`src/rtl/ofm_relu_packer.sv`:
```
// Output-side ReLU/requantize/pack stage for the conv accelerator's two OFM ports.
// Packs unsigned bytes into words, buffers them in a FWFT FIFO and streams them out.
module ofm_relu_packer #(
  parameter int IN_W       = 25,
  parameter int OUT_W      = 8,
  parameter int PACK       = 4,
  parameter int FIFO_DEPTH = 16,
  parameter int FIFO_AW    = 4,
  parameter int CNT_W      = 16
) (
  input  logic                  clk,
  input  logic                  rst_n,
  input  logic                  start,
  input  logic [4:0]            shift_amt,
  input  logic [CNT_W-1:0]      expected_cnt,
  input  logic [IN_W-1:0]       ofm_port0,
  input  logic                  ofm_port0_v,
  input  logic [IN_W-1:0]       ofm_port1,
  input  logic                  ofm_port1_v,
  output logic [OUT_W*PACK-1:0] m_data,
  output logic                  m_valid,
  input  logic                  m_ready,
  output logic                  m_last,
  output logic                  busy,
  output logic                  done,
  output logic                  overflow,
  output logic [CNT_W-1:0]      elem_cnt
);

  localparam int W_W    = OUT_W * PACK;
  localparam int LANE_W = (PACK > 1) ? $clog2(PACK) : 1;
  localparam int CW     = FIFO_AW + 1;
  localparam int SP_W   = FIFO_AW + 2;

  typedef enum logic [1:0] {S_IDLE, S_RUN, S_FLUSH, S_DONE} state_t;

  state_t             r_state, w_state_nx;
  logic [4:0]         r_shift;
  logic [CNT_W-1:0]   r_expected, r_elem_cnt;
  logic               r_overflow, r_last_seen;

  logic [1:0]         r_s1_n;
  logic [OUT_W-1:0]   r_s1_d0, r_s1_d1;
  logic               r_s1_last;

  logic [W_W-1:0]     r_pack;
  logic [LANE_W-1:0]  r_lane;

  logic [W_W:0]       r_mem [FIFO_DEPTH];
  logic [FIFO_AW-1:0] r_wptr, r_rptr;
  logic [CW-1:0]      r_count;

  function automatic logic [OUT_W-1:0] requant(input logic [IN_W-1:0] v,
                                               input logic [4:0]      sh);
    logic [IN_W-1:0] s;
    requant = '0;
    if (!v[IN_W-1]) begin
      s = v >> sh;
      if (|s[IN_W-1:OUT_W]) requant = '1;
      else                  requant = s[OUT_W-1:0];
    end
  endfunction

  // ---------------- element acceptance ----------------
  logic [CNT_W-1:0] w_rem;
  logic             w_take0, w_take1, w_last_in, w_start_ok;
  logic [1:0]       w_n;

  assign w_start_ok = start && (r_state == S_IDLE || r_state == S_DONE);
  assign w_rem      = r_expected - r_elem_cnt;
  // Port0 wins the last slot when both lanes are valid.
  assign w_take0    = (r_state == S_RUN) && ofm_port0_v && (w_rem != '0);
  assign w_take1    = (r_state == S_RUN) && ofm_port1_v && (w_rem > CNT_W'(w_take0));
  assign w_n        = {1'b0, w_take0} + {1'b0, w_take1};
  assign w_last_in  = (w_n != 2'd0) && (w_rem == CNT_W'(w_n));

  // NOTE: sequential state uses non-blocking assignments so every register
  // samples pre-edge values; blocking is reserved for always_comb temporaries.
  always_ff @(posedge clk or negedge rst_n) begin
    if (!rst_n) begin
      r_shift    <= '0;
      r_expected <= '0;
      r_elem_cnt <= '0;
      r_s1_n     <= '0;
      r_s1_d0    <= '0;
      r_s1_d1    <= '0;
      r_s1_last  <= 1'b0;
    end else if (w_start_ok) begin
      r_shift    <= shift_amt;
      r_expected <= expected_cnt;
      r_elem_cnt <= '0;
      r_s1_n     <= '0;
      r_s1_last  <= 1'b0;
    end else begin
      r_elem_cnt <= r_elem_cnt + CNT_W'(w_n);
      r_s1_n     <= w_n;
      r_s1_d0    <= w_take0 ? requant(ofm_port0, r_shift) : requant(ofm_port1, r_shift);
      r_s1_d1    <= requant(ofm_port1, r_shift);
      r_s1_last  <= w_last_in;
    end
  end

  // ---------------- packer ----------------
  logic [W_W-1:0]    w_word;
  logic [LANE_W-1:0] w_lane;
  logic [1:0]        w_push_n;
  logic [W_W:0]      w_push0, w_push1;
  logic              w_is_last;

  // NOTE: every always_comb output gets a default first so no path leaves
  // a variable unassigned, which would otherwise infer a latch.
  always_comb begin
    w_word    = r_pack;
    w_lane    = r_lane;
    w_push_n  = 2'd0;
    w_push0   = '0;
    w_push1   = '0;
    w_is_last = 1'b0;
    for (int i = 0; i < 2; i++) begin
      if (2'(i) < r_s1_n) begin
        w_word[w_lane*OUT_W +: OUT_W] = (i == 0) ? r_s1_d0 : r_s1_d1;
        w_is_last = r_s1_last && (2'(i + 1) == r_s1_n);
        if (w_lane == LANE_W'(PACK - 1) || w_is_last) begin
          if (w_push_n == 2'd0) w_push0 = {w_is_last, w_word};
          else                  w_push1 = {w_is_last, w_word};
          w_push_n = w_push_n + 2'd1;
          w_word   = '0;
          w_lane   = '0;
        end else begin
          w_lane = w_lane + LANE_W'(1);
        end
      end
    end
  end

  always_ff @(posedge clk or negedge rst_n) begin
    if (!rst_n) begin
      r_pack <= '0;
      r_lane <= '0;
    end else if (w_start_ok) begin
      r_pack <= '0;
      r_lane <= '0;
    end else begin
      r_pack <= w_word;
      r_lane <= w_lane;
    end
  end

  // ---------------- FIFO (first-word-fall-through) ----------------
  logic            w_pop, w_acc0, w_acc1, w_drop, w_drop_last;
  logic [SP_W-1:0] w_space;
  logic [1:0]      w_n_acc;

  assign w_pop   = m_valid && m_ready;
  // A same-cycle pop frees a slot, so a full FIFO can still take a push.
  assign w_space = SP_W'(FIFO_DEPTH) - SP_W'(r_count) + SP_W'(w_pop);
  assign w_acc0  = (w_push_n != 2'd0) && (w_space >= SP_W'(1));
  assign w_acc1  = (w_push_n == 2'd2) && (w_space >= SP_W'(2));
  assign w_n_acc = {1'b0, w_acc0} + {1'b0, w_acc1};
  assign w_drop  = ((w_push_n != 2'd0) && !w_acc0) || ((w_push_n == 2'd2) && !w_acc1);
  assign w_drop_last = ((w_push_n != 2'd0) && !w_acc0 && w_push0[W_W]) ||
                       ((w_push_n == 2'd2) && !w_acc1 && w_push1[W_W]);

  // NOTE: storage has no reset; the pointers/count define validity and the
  // outputs are gated by m_valid, so stale contents are never visible.
  always_ff @(posedge clk) begin
    if (w_acc0) r_mem[r_wptr] <= w_push0;
    if (w_acc1) r_mem[r_wptr + FIFO_AW'(1)] <= w_push1;
  end

  always_ff @(posedge clk or negedge rst_n) begin
    if (!rst_n) begin
      r_wptr  <= '0;
      r_rptr  <= '0;
      r_count <= '0;
    end else begin
      r_wptr  <= r_wptr + FIFO_AW'(w_n_acc);
      r_rptr  <= r_rptr + FIFO_AW'(w_pop);
      r_count <= r_count + CW'(w_n_acc) - CW'(w_pop);
    end
  end

  assign m_valid = (r_count != '0);
  assign m_data  = m_valid ? r_mem[r_rptr][W_W-1:0] : '0;
  assign m_last  = m_valid && r_mem[r_rptr][W_W];

  // ---------------- flags and control ----------------
  always_ff @(posedge clk or negedge rst_n) begin
    if (!rst_n) begin
      r_overflow  <= 1'b0;
      r_last_seen <= 1'b0;
    end else if (w_start_ok) begin
      r_overflow  <= 1'b0;
      r_last_seen <= 1'b0;
    end else begin
      if (w_drop) r_overflow <= 1'b1;
      if ((w_pop && m_last) || w_drop_last) r_last_seen <= 1'b1;
    end
  end

  always_comb begin
    w_state_nx = r_state;
    case (r_state)
      S_IDLE:  if (start) w_state_nx = S_RUN;
      S_RUN:   if (r_elem_cnt == r_expected) w_state_nx = S_FLUSH;
      // An empty layer has no last word to wait for.
      S_FLUSH: if (r_count == '0 && (r_last_seen || r_expected == '0)) w_state_nx = S_DONE;
      S_DONE:  if (start) w_state_nx = S_RUN;
      default: w_state_nx = S_IDLE;
    endcase
  end

  always_ff @(posedge clk or negedge rst_n) begin
    if (!rst_n) r_state <= S_IDLE;
    else        r_state <= w_state_nx;
  end

  assign busy     = (r_state == S_RUN) || (r_state == S_FLUSH);
  assign done     = (r_state == S_DONE);
  assign overflow = r_overflow;
  assign elem_cnt = r_elem_cnt;

endmodule

```
`config.mk`:
```
export PLATFORM = sky130hd
export DESIGN_NAME = ofm_relu_packer
export DESIGN_NICKNAME = d
export VERILOG_FILES = /design/src/rtl/ofm_relu_packer.sv
export SDC_FILE = /design/constraint.sdc
export NUM_CORES = 1
export LEC_CHECK = 0
export CORE_MARGIN = 5
export CORE_UTILIZATION = 65
export CTS_CLUSTER_DIAMETER = 80
export DETAILED_ROUTE_END_ITERATION = 6
export PLACE_DENSITY = 0.84
export SKIP_CTS_REPAIR_TIMING = 1
export SYNTH_ARGS = -nofsm -noshare
export SYNTH_HDL_FRONTEND = slang
export SYNTH_SLANG_ARGS = --single-unit
```
`constraint.sdc`:
```
create_clock -name clk -period 18.35 [get_ports clk]
set_input_delay 3.67 -clock clk [delete_from_list [all_inputs] [get_ports clk]]
set_output_delay 3.67 -clock clk [all_outputs]
set_load 0.03 [all_outputs]
```
==> Word level (Yosys, flattened, before mapping) <==
Memory sizes are Yosys's and may differ from the RTL's.
Cells that the tools add are included.
{ "classes": {"n_addsub": 16, "order_cmp": 5, "n_eq_ne": 13, "n_shift": 6, "mux": 45, "n_reduce_logical": 42} }
{ "ops": {"columns": ["operator", "n"], "rows": [
  ["2-to-1 mux 33 bit", 8],
  ["2-to-1 mux 32 bit", 6],
  ["negation 5 -> 34 bit", 2],
  ["variable shift 8 x 34 -> 32 bit, first input constant", 2],
  ["indexed part select 8 x 34 -> 32 bit", 2],
  ["bitwise mux 32 bit", 2],
  [">> shifter 25 x 5 -> 25 bit", 2],
  ["2-to-1 mux 8 bit", 5],
  ["OR reduction 17 bit", 2],
  ["2-to-1 mux 2 bit", 11],
  ["logical AND 1 bit", 18],
  ["adder 16 x 2 -> 16 bit", 1],
  ["equality test 16 bit", 1],
  ["equality test 16 x 2 -> 1 bit", 1],
  ["> comparator 16 x 1 -> 1 bit", 1],
  ["logical NOT 16 bit", 1],
  ["2-to-1 mux 16 bit", 1],
  ["nonzero test 16 bit", 1],
  ["subtractor 16 bit", 1],
  ["2-to-1 mux 1 bit", 11],
  ["equality test 2 bit, second input constant", 5],
  ["logical OR 1 bit", 8],
  ["nonzero test 2 bit", 4],
  ["adder 2 x 1 -> 2 bit, second input constant", 3],
  ["other kinds (23)", 28]
]} }
{ "word_totals": {"ff_bits": 107, "ram_bits": 528, "in_bits": 77, "out_inout_bits": 53, "mem_count": 1} }
{ "mem_list": {"columns": ["name", "depth", "word_bits", "read_ports", "rd_ports_with_merged_regs", "write_ports", "line", "rtl"], "rows": [
  ["r_mem", 16, 33, 1, 0, 2, "49", "logic [W_W:0] r_mem [FIFO_DEPTH];"]
]} }

==> Longest topological paths before layout <==
Gate-level depths: netlist of run 1.
{ "logic_depth": {"depth_word": 18, "depth_mapped": 26, "ltp_nobuf": 24} }

==> Worst setup path after synthesis of run 1 <==
No wires, ideal clock.
{ "synth_path": {"path_kind": "input to register", "from": "input port m_ready", "to": "memory r_mem[0][0] (netlist bit) (enable)", "arrival_time_ns": 7.291, "setup_slack_ns": 10.590, "stages": 10, "path_buffers": 0, "cell_sequence": "nand2_1 ha_1 inv_1 ha_1 and3_1 a21oi_1 nor4_1 a21boi_0 nand2_1 o21ai_0"} }
{ "synth_rtl": {"columns": ["item", "line", "rtl"], "rows": [
  ["start, declared", "22", "input logic m_ready,"],
  ["end, declared", "49", null]
]} }

==> Worst setup path in the final report of run 1 <==
{ "layout_path": {"from": "register r_rptr[0]", "to": "output port m_data[1]"} }
{ "layout_between": {"elab_chain_cells": 2} }
{ "layout_lines": {"columns": ["item", "line", "rtl"], "rows": [
  ["start, declared", "50", "logic [FIFO_AW-1:0] r_wptr, r_rptr;"],
  ["start signal, assigned", "178", "r_rptr <= r_rptr + FIFO_AW'(w_pop);"],
  ["memory read (16 x 33 bit)", null, null],
  ["2-to-1 mux 32 bit", "184", "assign m_data = m_valid ? r_mem[r_rptr][W_W-1:0] : '0;"],
  ["end, declared", "20", "output logic [OUT_W*PACK-1:0] m_data,"]
]} }
No other way between the ends.

==> results of run 1 <==
## critical path: stages, from the launching register on
cell,delay (ns)
dfrtp_4,1.06
buf_4,0.88
mux4_2,0.62
mux4_2,0.53
and2_1,0.20
clkdlybuf4s50_1,0.59
## sequential cells by signal, summed over array words and instances, names as in the netlist
name	flops
r_mem	528
r_pack	32
elem_cnt	16
r_expected	16
r_s1_d0	8
r_s1_d1	8
r_count	5
r_shift	5
r_rptr	4
r_wptr	4
r_lane	2
r_s1_n	2
r_state	2
overflow	1
r_last_seen	1
r_s1_last	1
## worst paths after layout
kind	from	to	slack [ns]	depth (start not counted)
max	r_rptr[0]	m_data[1]	10.15	5
min	r_expected[8]	r_expected[8]	0.52	2
max reg2reg	r_s1_n[1]	r_mem[10][10]	12.13	15
min reg2reg	r_expected[8]	r_expected[8]	0.52	2
max in group asynchronous	rst_n	r_shift[1]	13.95	2
min in group asynchronous	rst_n	r_expected[10]	3.13	1
## Yosys cell counts, types with 40 or more instances
master / number / area, µm²
nand2_1: 161 / 604
inv_1: 59 / 221
nor2_1: 619 / 2320
ha_1: 54 / 676
mux4_2: 198 / 4460
nor2b_1: 53 / 332
o21ai_0: 68 / 340
and2_1: 48 / 300
a21oi_1: 318 / 1590
o22a_1: 64 / 561
clkbuf_1: 205 / 769
mux2i_1: 114 / 1140
dfrtp_1: 107 / 2680
a22oi_1: 40 / 300
edfxtp_1: 528 / 15900
## cell families after synthesis
logic type,Yosys count,synth area share
AOI/OAI and AO/OA,607,0.107
and+or+nand+nor,1016,0.128
muxes,321,0.165
DFF,635,0.536
buffers and inverters,318,0.0359
adders and majority gates,57,0.0213
xor gates and xnor gates,28,0.00709
## per-stage QoR
stage / area (µm²) / setup slack (ns) / hold slack, ns / power (mW)
floorplan: 34600 / 10.59 / 0.472 / 3.45
detailed placement: 36300 / 10.55 / 0.509 / 4.04
CTS: 38500 / 10.00 / 0.525 / 5.43
finish: 38500 / 10.15 / 0.521 / 5.45
global placement: 36300 / 10.56 / 0.500 / 3.97
global route: 38500 / 9.77 / 0.541 / 5.70
## final cells by class
class	count	area [µm²]
repair buffers	169	1590
clock buffers	86	1800
clock inverters	36	448
inverters	62	235
flip-flops and latches	635	18500
fillers	3223	14200
well taps	688	861
multi-input cells	2029	15000
## report_power, final
| part | internal (mW) | switching (mW) |
|---|---|---|
| Clock | 0.805 | 0.591 |
| Combinational | 1.00 | 1.13 |
| Sequential | 1.64 | 0.283 |
## routing by layer
| metal | up-vias | part of all wire |
|---|---|---|
| met3 | 483 | 0.13 |
| li1 | 11000 | - |
| met5 | - | 0 |
| met2 | 2238 | 0.48 |
| met1 | 12700 | 0.33 |
| met4 | 0 | 0.066 |
==> flow_metrics.py, run 1 <==
metrics = {
    "global_routing": {
        "antenna_found_initial": 0,
        "gr-total-overflow": 0,
        "grt_pass1_vias": 26500,
        "grt_use_met3": 0.0848,
        "grt_pass1_wl_um": 154000,
        "grt_use_met1": 0.438,
        "met2_usage": 0.565,
        "grt_usage": 0.346,
        "grt_max_degree": 97,
        "top_usage_layer": "met2",
    },
    "power_and_ir_drop": {
        "power_density_mw_per_mm2": 142,
        "p_leak_nw": 15.0,
        "irDropWorstVdd_v": 0.000218,
    },
    "timing": {
        "tightest_slew_ns": 1.36,
        "max_freq_ghz": 0.122,
        "period_minus_slack_ns": 8.20,
        "fin_crit_sh": 0.447,
        "tns_ns": 0,
        "finalHoldViolCount": 0,
        "drv_slew": 0,
        "clock_skew_ns": 0.0418,
        "slew_headroom": 0.0956,
        "setup_viol": 0,
        "rsz0062_at_grt": "false",
    },
    "logic_synthesis": {
        "synth_cells": 2982,
        "synth-seq-cells": 635,
        "synth_flop_cell": "edfxtp_1",
        "synth_area_mm2": 0.0346,
        "ys_types": 75,
        "syn_nets": 3116,
        "ys_seq_area_frac": 0.536,
        "ys_async_sr_fraction": 0.169,
        "yosysWarnings": 0,
        "synth_edf_count": 528,
        "syn_area_per_cell_um2": 11.6,
    },
    "detailed_routing": {
        "drtIter0Drc": 3841,
        "vias": 26400,
        "vias_per_cell": 7.12,
        "wirelength_um": 100000,
        "ant_nets": 0,
        "first_pass_iters": 6,
        "wire_per_inst_um": 27.1,
        "route.detailed.drc": 0,
    },
    "clock_tree": {
        "cts.path.max_buffers": 3,
        "htreeDepth": 3,
        "numCtsBuffers": 67,
        "path_clk_slew_ns": 0.06,
        "clock-sinks": 635,
        "cts-root-buf": "clkbuf_16",
        "clock_latency_ns": 0.64,
        "cts_tree": "done",
    },
    "floorplanning": {
        "pin_count": 130,
        "core_area_mm2": 0.0527,
        "die-area_mm2": 0.0580,
        "start_util": 0.657,
        "die_h_um": 241,
        "num_rows": 84,
        "die_w_um": 241,
    },
    "placement": {
        "placedCellCount": 3583,
        "post-dp-hpwl_um": 60400,
        "gp_congestion": 0.888,
        "portBuffers": 129,
    },
    "critical_path": {
        "critPathLaunchType": "register",
        "cp.required_ns": 14.68,
        "cp_max_fo": 50,
        "worstSetupEndpointType": "primary output",
        "criticalPathCategory": "reg -> out",
        "arrival_ns": 4.53,
    },
    "final_layout": {
        "num_antenna_cells": 0,
        "area_delta_synth_final_pct": 11.3,
        "fin_nets": 3098,
        "fin_cells": 3705,
        "layout_commonest_cell": "nor2_1",
        "fin_util": 0.731,
        "drive_gt1_frac": 0.141,
        "layout_common_cells": "594 x nor2_1, 528 x edfxtp_1, 318 x a21oi_1, 198 x mux4_2, 161 x nand2_1",
    },
    "job": {
        "maxCapViolCount": 0,
    },
    "worst_hold_path": {
        "hp-class": "reg -> reg",
    },
    "status": {
        "outcome": "completed",
    },
}
(Power assumes the default switching activity.)
==> run 2, diff against run 1 <==
CORE_UTILIZATION = 62   (was 65)
PLACE_DENSITY = 0.81   (was 0.84)
clock period = 7.6 ns   (was 18.35 ns; I/O delays follow)
==> flow_metrics.py, run 2 (same netlist as run 1, synthesis figures left out) <==
metrics = {
    "status": {
        "outcome": "finished with violations",
        "violations": "DRC",
    },
    "timing": {
        "slew_headroom": 0.112,
        "setup_viol": 0,
        "period_minus_slack_ns": 6.23,
        "max_freq_ghz": 0.161,
        "tightest_slew_ns": 1.32,
        "fin_crit_sh": 0.820,
        "tns_ns": 0,
        "clock_skew_ns": 0.0295,
        "setup_slack_ns": 1.37,
        "rsz0062_at_grt": "false",
        "finalHoldViolCount": 0,
        "drv_slew": 0,
    },
    "floorplanning": {
        "pin_count": 130,
        "die-area_mm2": 0.0606,
        "die_h_um": 246,
        "core_area_mm2": 0.0552,
        "start_util": 0.627,
        "num_rows": 86,
        "die_w_um": 246,
    },
    "clock_tree": {
        "cts-root-buf": "clkbuf_16",
        "cts.path.max_buffers": 3,
        "clock_latency_ns": 0.63,
        "clock-sinks": 635,
        "cts_tree": "done",
        "path_clk_slew_ns": 0.06,
        "numCtsBuffers": 66,
        "htreeDepth": 3,
    },
    "worst_hold_path": {
        "hold_path_end": "r_rptr[2]",
        "hold_depth": 1,
        "worstHoldStart": "r_rptr[2]",
        "hp-class": "reg -> reg",
    },
    "final_layout": {
        "reg_top3": "r_mem: 528 flops, r_pack: 32 flops",
        "drive_gt1_frac": 0.140,
        "top_register": "r_mem",
        "fill_cells": 3676,
        "layout_common_cells": "595 x nor2_1, 528 x edfxtp_1, 318 x a21oi_1, 198 x mux4_2, 161 x nand2_1",
        "fin_cells": 3765,
        "largest_register_ff_count": 528,
        "fin_nets": 3103,
        "layout_commonest_cell": "nor2_1",
        "area_delta_synth_final_pct": 11.4,
    },
    "detailed_routing": {
        "drtIter0Drc": 3161,
        "vias_per_cell": 6.81,
        "wire_per_inst_um": 25.9,
        "vias": 25700,
        "first_pass_iters": 7,
        "wirelength_um": 97500,
        "route.detailed.drc": 2,
        "ant_nets": 0,
    },
    "global_routing": {
        "grt_max_degree": 106,
        "gr-total-overflow": 0,
        "antenna_found_initial": 1,
        "grt_pass1_wl_um": 151000,
        "grt_pass1_vias": 25800,
        "grt_usage": 0.322,
    },
    "critical_path": {
        "criticalPathCategory": "reg -> reg",
        "r2r_cells": 14,
        "critPathLaunchType": "register",
        "cp.required_ns": 7.89,
        "cp_max_fo": 22,
        "r2r_start": "r_lane[0]",
        "ff2ff_setup_slack_ns": 1.37,
        "worstSetupEndpointType": "register",
        "arrival_ns": 6.52,
        "timing.rr.end": "r_mem[6][1]",
    },
    "placement": {
        "gp_congestion": 0.911,
        "portBuffers": 129,
        "pre_cts_ws_ns": 1.27,
        "placedCellCount": 3649,
        "post-dp-hpwl_um": 61500,
    },
    "job": {
        "maxCapViolCount": 0,
    },
    "power_and_ir_drop": {
        "power_density_mw_per_mm2": 340,
        "p_leak_nw": 15.0,
        "p_switching_mw": 4.86,
        "intPower_mw": 8.23,
        "clkPwrFrac": 0.249,
        "total_power_mw": 13.1,
        "swShare": 0.371,
        "irDropWorstVdd_v": 0.000396,
        "p_seq_frac": 0.341,
        "power.share.combinational": 0.410,
    },
}
==> run 2: how the worst max path moves through the flow <==
stage / from / end / slack [ns] / cells past startpoint
3_5_place_dp: m_ready / r_mem[14][17] / 1.27 / 13
6_report: r_lane[0] / r_mem[6][1] / 1.37 / 14
3_3_place_gp: m_ready / r_mem[14][16] / 1.44 / 13
5_1_grt: r_lane[0] / r_mem[6][1] / 0.96 / 14
4_1_cts: r_lane[0] / r_mem[6][1] / 1.49 / 14
2_1_floorplan: r_lane[0] / r_mem[0][0] / 1.30 / 16
==> run 2: power groups by stage <==
stage                     clock, mW  combinational [mW]  sequential [mW]
final                          3.26                5.36             4.46
after global routing           3.42                5.79             4.49
after CTS                      3.27                5.34             4.44
after detailed placement          0                5.30             4.52
after global placement            0                5.19             4.50
after floorplan                   0                4.19             4.15
==> run 2: per-layer routing <==
layer	vias to the layer above	global-route usage	part of all wire
met5	-	0	0
met1	12500	0.415	0.34
li1	11000	-	-
met3	319	0.0756	0.12
met4	0	0.141	0.052
met2	1894	0.530	0.48
==> run 2: layout make-up <==
cell class	instances	area (µm²)	area share
diodes	1	2.50	0.0000649
clock buffers	84	1800	0.0467
clock inverters	31	357	0.00925
inverters	62	235	0.00610
multi-input cells	2029	15000	0.389
flip-flops and latches	635	18500	0.481
well taps	748	936	0.0243
repair buffers	175	1660	0.0430
==> run 2: per-stage QoR <==
| step | util | area (µm²) | hold WS, ns |
|---|---|---|---|
| after floorplan | - | 34600 | 0.472 |
| after global placement | 0.659 | 36400 | 0.474 |
| after detailed placement | 0.659 | 36400 | 0.476 |
| after CTS | 0.698 | 38600 | 0.484 |
| after global routing | 0.698 | 38600 | 0.516 |
| final | 0.698 | 38600 | 0.480 |
==> run 2: critical path: stages (launching register included) <==
cell      delay (ns)
dfrtp_1         0.50
ha_1            0.36
o21bai_1        0.42
nor2_1          0.08
a21oi_1         0.46
inv_1           0.17
ha_1            0.24
or2_2           0.49
ha_1            0.36
nand3b_1        0.24
nor2_1          0.46
nand3_1         0.44
a21boi_0        0.43
nor2_4          0.83
buf_4           0.42
